--- src/rtl/benes_cfg_loader.sv ---
// ============================================================================
// Module      : benes_cfg_loader
// Description : Shadow/active switch-setting banks for the 8x8 Benes datapath;
//               a complete staged configuration is committed on frame_sync.
// Revision    : 1.0 - initial release
// ============================================================================
`default_nettype none

module benes_cfg_loader #(
    parameter int NUM_STAGES   = 5,
    parameter int SW_PER_STAGE = 4,
    parameter int IDX_W        = 3
) (
    input  logic                               clk,
    input  logic                               rst,
    input  logic                               cfg_valid,
    output logic                               cfg_ready,
    input  logic [IDX_W-1:0]                   cfg_stage,
    input  logic [SW_PER_STAGE-1:0]            cfg_data,
    input  logic                               cfg_last,
    input  logic                               frame_sync,
    output logic [NUM_STAGES*SW_PER_STAGE-1:0] switch_set_flat,
    output logic                               cfg_pending,
    output logic                               commit_done,
    output logic                               cfg_error
);

    localparam int             c_BANK_W  = NUM_STAGES * SW_PER_STAGE;
    localparam logic [IDX_W:0] c_NUM_STG = NUM_STAGES[IDX_W:0];

    localparam logic [1:0] c_IDLE    = 2'd0;
    localparam logic [1:0] c_LOAD    = 2'd1;
    localparam logic [1:0] c_PENDING = 2'd2;

    logic [1:0]            r_state;
    logic [1:0]            w_state_nxt;
    logic [NUM_STAGES-1:0] r_mask;
    logic [NUM_STAGES-1:0] w_mask_nxt;
    logic [NUM_STAGES-1:0] w_wr_bit;
    logic [c_BANK_W-1:0]   r_shadow;
    logic [c_BANK_W-1:0]   r_active;
    logic                  r_ready;
    logic                  r_pending;
    logic                  r_commit;
    logic                  r_error;
    logic                  w_accept;
    logic                  w_stage_ok;
    logic                  w_commit;
    logic                  w_error;

    always_comb begin
        w_accept   = cfg_valid & r_ready;
        w_stage_ok = ({1'b0, cfg_stage} < c_NUM_STG);
        w_wr_bit   = '0;
        for (int s = 0; s < NUM_STAGES; s++) begin
            w_wr_bit[s] = w_accept && w_stage_ok && (cfg_stage == s[IDX_W-1:0]);
        end
    end

    always_comb begin
        w_state_nxt = r_state;
        w_mask_nxt  = r_mask;
        w_commit    = 1'b0;
        w_error     = 1'b0;
        case (r_state)
            c_IDLE, c_LOAD: begin
                if (w_accept) begin
                    w_mask_nxt = r_mask | w_wr_bit;
                    if (w_stage_ok) begin
                        w_state_nxt = c_LOAD;
                    end else begin
                        w_error = 1'b1;
                    end
                    // An out-of-range last write already flags once; no second pulse.
                    if (cfg_last) begin
                        if (w_stage_ok && (&w_mask_nxt)) begin
                            w_state_nxt = c_PENDING;
                        end else begin
                            w_error     = 1'b1;
                            w_mask_nxt  = '0;
                            w_state_nxt = c_IDLE;
                        end
                    end
                end
            end
            c_PENDING: begin
                if (frame_sync) begin
                    w_commit    = 1'b1;
                    w_mask_nxt  = '0;
                    w_state_nxt = c_IDLE;
                end
            end
            default: w_state_nxt = c_IDLE;
        endcase
    end

    always_ff @(posedge clk) begin
        if (rst) begin
            r_state   <= c_IDLE;
            r_mask    <= '0;
            r_shadow  <= '0;
            r_active  <= '0;
            r_ready   <= 1'b0;
            r_pending <= 1'b0;
            r_commit  <= 1'b0;
            r_error   <= 1'b0;
        end else begin
            r_state   <= w_state_nxt;
            r_mask    <= w_mask_nxt;
            r_ready   <= (w_state_nxt != c_PENDING);
            r_pending <= (w_state_nxt == c_PENDING);
            r_commit  <= w_commit;
            r_error   <= w_error;
            if (w_commit) begin
                r_active <= r_shadow;
            end
            for (int s = 0; s < NUM_STAGES; s++) begin
                if (w_wr_bit[s]) begin
                    r_shadow[s*SW_PER_STAGE +: SW_PER_STAGE] <= cfg_data;
                end
            end
        end
    end

    assign cfg_ready       = r_ready;
    assign cfg_pending     = r_pending;
    assign commit_done     = r_commit;
    assign cfg_error       = r_error;
    assign switch_set_flat = r_active;

endmodule

`default_nettype wire

--- config.mk ---
export PLATFORM = sky130hd
export DESIGN_NAME = benes_cfg_loader
export DESIGN_NICKNAME = d
export VERILOG_FILES = /design/src/rtl/benes_cfg_loader.sv
export SDC_FILE = /design/constraint.sdc
export NUM_CORES = 1
export LEC_CHECK = 0
export ABC_AREA = 0
export CAP_MARGIN = 20
export CORE_UTILIZATION = 50
export CTS_BUF_LIST = sky130_fd_sc_hd__clkbuf_4 sky130_fd_sc_hd__clkbuf_8 sky130_fd_sc_hd__clkbuf_16
export DETAILED_ROUTE_END_ITERATION = 8
export HOLD_SLACK_MARGIN = 0.12
export MAX_ROUTING_LAYER = met4
export PLACE_DENSITY = 0.75
export REMOVE_ABC_BUFFERS = 1
export SETUP_SLACK_MARGIN = 0.15
export SLEW_MARGIN = 20
export SYNTH_ARGS = -nofsm -noshare
export SYNTH_HDL_FRONTEND = slang
export SYNTH_SLANG_ARGS = --single-unit
--- constraint.sdc ---
create_clock -name clk -period 2.26 [get_ports clk]
set_input_delay 0.452 -clock clk [delete_from_list [all_inputs] [get_ports clk]]
set_output_delay 0.452 -clock clk [all_outputs]
set_load 0.03 [all_outputs]
==> impl_results.md <==
* # rows at 22
* H-tree Lvls at 2
* Largest net degree at the start of global routing at 32
* Setup Skew at 0.008139 ns
* Sequential share of the synthesized area at 52.41%
* Clk sinks at 51
* # IOs at 36
* Number of setup violations in the final report at 0
* First drt pass iteration count at 4
* CTS tree: built
* Via density at 5.196
* Yosys warnings at 0
* RSZ-0062 raised after global routing: false
* Crit path cell chain: clkdlybuf4s50_1 -> and4b_1 -> a32o_2 -> o32ai_2 -> a21oi_1 -> a32o_1
* Vias in the first global route at 1,502
* CP max stage delay at 0.54 ns
* CP Capture Type: flop
* Drt drc at 0
* Clk slew on worst S/H paths at 0.10 ns
* Avg Cell Area, Syn at 8.658 µm²
* Initial drt markers at 89
* Hold-fix buffers, CTS at 0
* Max cap viols at 0
* Share of layout cells above drive strength 1 at 12.09%
* Nets at 284
* Initial Utilization at 52.82%
* R2r worst-path depth at 5
* Total GRT Usage at 21.99%
* Worst Hold Depth at 2
* Remaining antenna violation count at 0
* Synth Register Bits at 51
* Fillers at 329
* Worst Setup Start Kind: input port
* Final HPWL DP at 2.812 mm
* Critical path buffers and inverters at 1
* Crit-path slowest cell: clkdlybuf4s50_1
* Synth area leaders: dfxtp_1, nand2_1, a21oi_1
* Crit path max-delay family: compound AO/OA/AOI/OAI gates
* P&R area growth vs syn at 31.21%
* Die area at 4150 µm²
* Commonest non-fill, non-tap cell in the layout: nand2_1
* Die X-Extent at 64.42 µm
* Slew margin rel. at 71.80%
* Pins Over Slew Limit at 0
* P_leak at 0.8876 nW
* IO Port Bufs at 35
* Cell taking the most area after synthesis: dfxtp_1
* Max Fanout on Critical Path at 5
* Power per cell area at 648.2 nW/µm²
* GRT overflow at 0
* Post-route clock period utilization at 89.46%
* Gpl congestion at 0.8445
* Asr flop ratio synth at 0%
* VDD IR max at 535.6 µV
* Routed vias at 1,668
* Num CTS Buffers at 5
* Primary FF master, synth: dfxtp_1
* First-pass GRT wire length at 6.872 mm
* Worst skew pair latency at 0.30 ns
* Final worst slack at 0.2383 ns
* Wire per inst at 12.66 µm
* Data required time at the worst endpoint at 2.46 ns
* Cell Area, Synth at 1948 µm²
* Total wire length at 4.064 mm
* Critical path type: in2reg
* Chip height at 64.42 µm
* Max Freq at 494.6 MHz
* Share of the synthesized area in the top cell type at 52.41%
* Final Cell Area at 2556 µm²
* Core area at 3689 µm²
* Actual transition at the worst max-transition pin at 0.4230 ns
* Syn Inst Count at 225
* Initial antenna violation count at 0
* WP depth at 6
* Fin. Hold Viols at 0
* Total Power at 1.657 mW
* Synth cell types at 34
* Hold WS at 0.4571 ns
* EDFF count, synth at 0
* Ant. Diodes at 0
* Most frequent cells in the layout: nand2_1, dfxtp_1, clkdlybuf4s50_1, a21oi_1, nor2_1
* Hold WC Path Type: reg2reg
* Final min period at 2.022 ns
* Max Root-Sink Buffers at 2
* Clock root cell: clkbuf_8
* Worst EP arrival at 2.22 ns
* Multi-input gate area at 874.6 µm²
* Placed Area at 2432 µm²
* Register area at 1021 µm²
* Setup WS pre-CTS at -0.1263 ns
* Status: finished, final reports clean
## metal layers
metal	share of wire, %	global-route usage (%)	up-vias
li1	-	-	864
met1	50	29.37	765
met2	45	33.42	32
met3	3.2	3.697	7
met4	1.2	8.333	0
met5	0	-	-
## stage by stage
step | setup TNS (ns) | cells | util [%]
6_report | 0 | 321 | 69.30
2_1_floorplan | 0 | 213 | -
3_3_place_gp | -0.1652 | 313 | 65.94
5_1_grt | 0 | 321 | 69.30
3_5_place_dp | -0.4894 | 313 | 65.94
4_1_cts | 0 | 321 | 69.10
## power by group
group | internal, mW | leakage (nW) | switching, mW
combinational | 0.0480 | 0.417 | 0.0551
sequential | 0.906 | 0.412 | 0.00556
clock | 0.336 | 0.0587 | 0.307
total | 1.29 | 0.888 | 0.367
## Yosys cell counts (all sizes together), types with 2 or more instances
master / n
a21oi: 32
a22o: 3
a32o: 2
and2: 2
buf: 5
clkbuf: 7
dfxtp: 51
mux2i: 12
nand2: 57
nand2b: 2
nand3: 9
nor2: 20
nor3: 5
nor4: 2
or3: 2
## worst paths after layout
| check | from | slack, ns | endpoint |
|---|---|---|---|
| max | cfg_stage[2] | 0.24 | r_mask[3] |
| min reg2reg | r_shadow[14] | 0.46 | switch_set_flat[14] |
| max reg2reg | cfg_ready | 0.56 | r_mask[0] |
| min | r_shadow[14] | 0.46 | switch_set_flat[14] |
## timing repair
item / in CTS / in global routing
endpoints found under the setup margin: 0 / 4
setup buffers: 0 / 0
gates resized for setup: 0 / 2
## cell families after synthesis
| kind of cell | after synthesis | synth area share [%] |
|---|---|---|
| AND/OR/NAND/NOR | 104 | 23.83 |
| flip-flops | 51 | 52.41 |
| AO/OA/AOI/OAI | 45 | 14.64 |
| buffers and inverters | 13 | 2.954 |
| multiplexers | 12 | 6.166 |
## cell type report
cell class | count | share of cell area [%]
Clock buffer | 5 | 2.692
Clock inverter | 3 | 1.860
Inverter | 1 | 0.1468
Multi-Input combinational cell | 161 | 34.21
Sequential cell | 51 | 39.94
Tap cell | 48 | 2.349
Timing Repair Buffer | 52 | 18.80
## worst register-to-register path, stage by stage, from the launching register on
cell and delay, ns:
dfxtp_1 0.44, nand4b_1 0.18, o31ai_2 0.28, o32ai_2 0.18, a311oi_2 0.38, a22o_1 0.19
## state kept, by name, summed over array words and instances, names as in the netlist
register and count:
cfg_error 1, r_mask 5, commit_done 1, cfg_pending 1
r_state 2, switch_set_flat 20, r_shadow 20, cfg_ready 1
(Power assumes the default switching activity.)
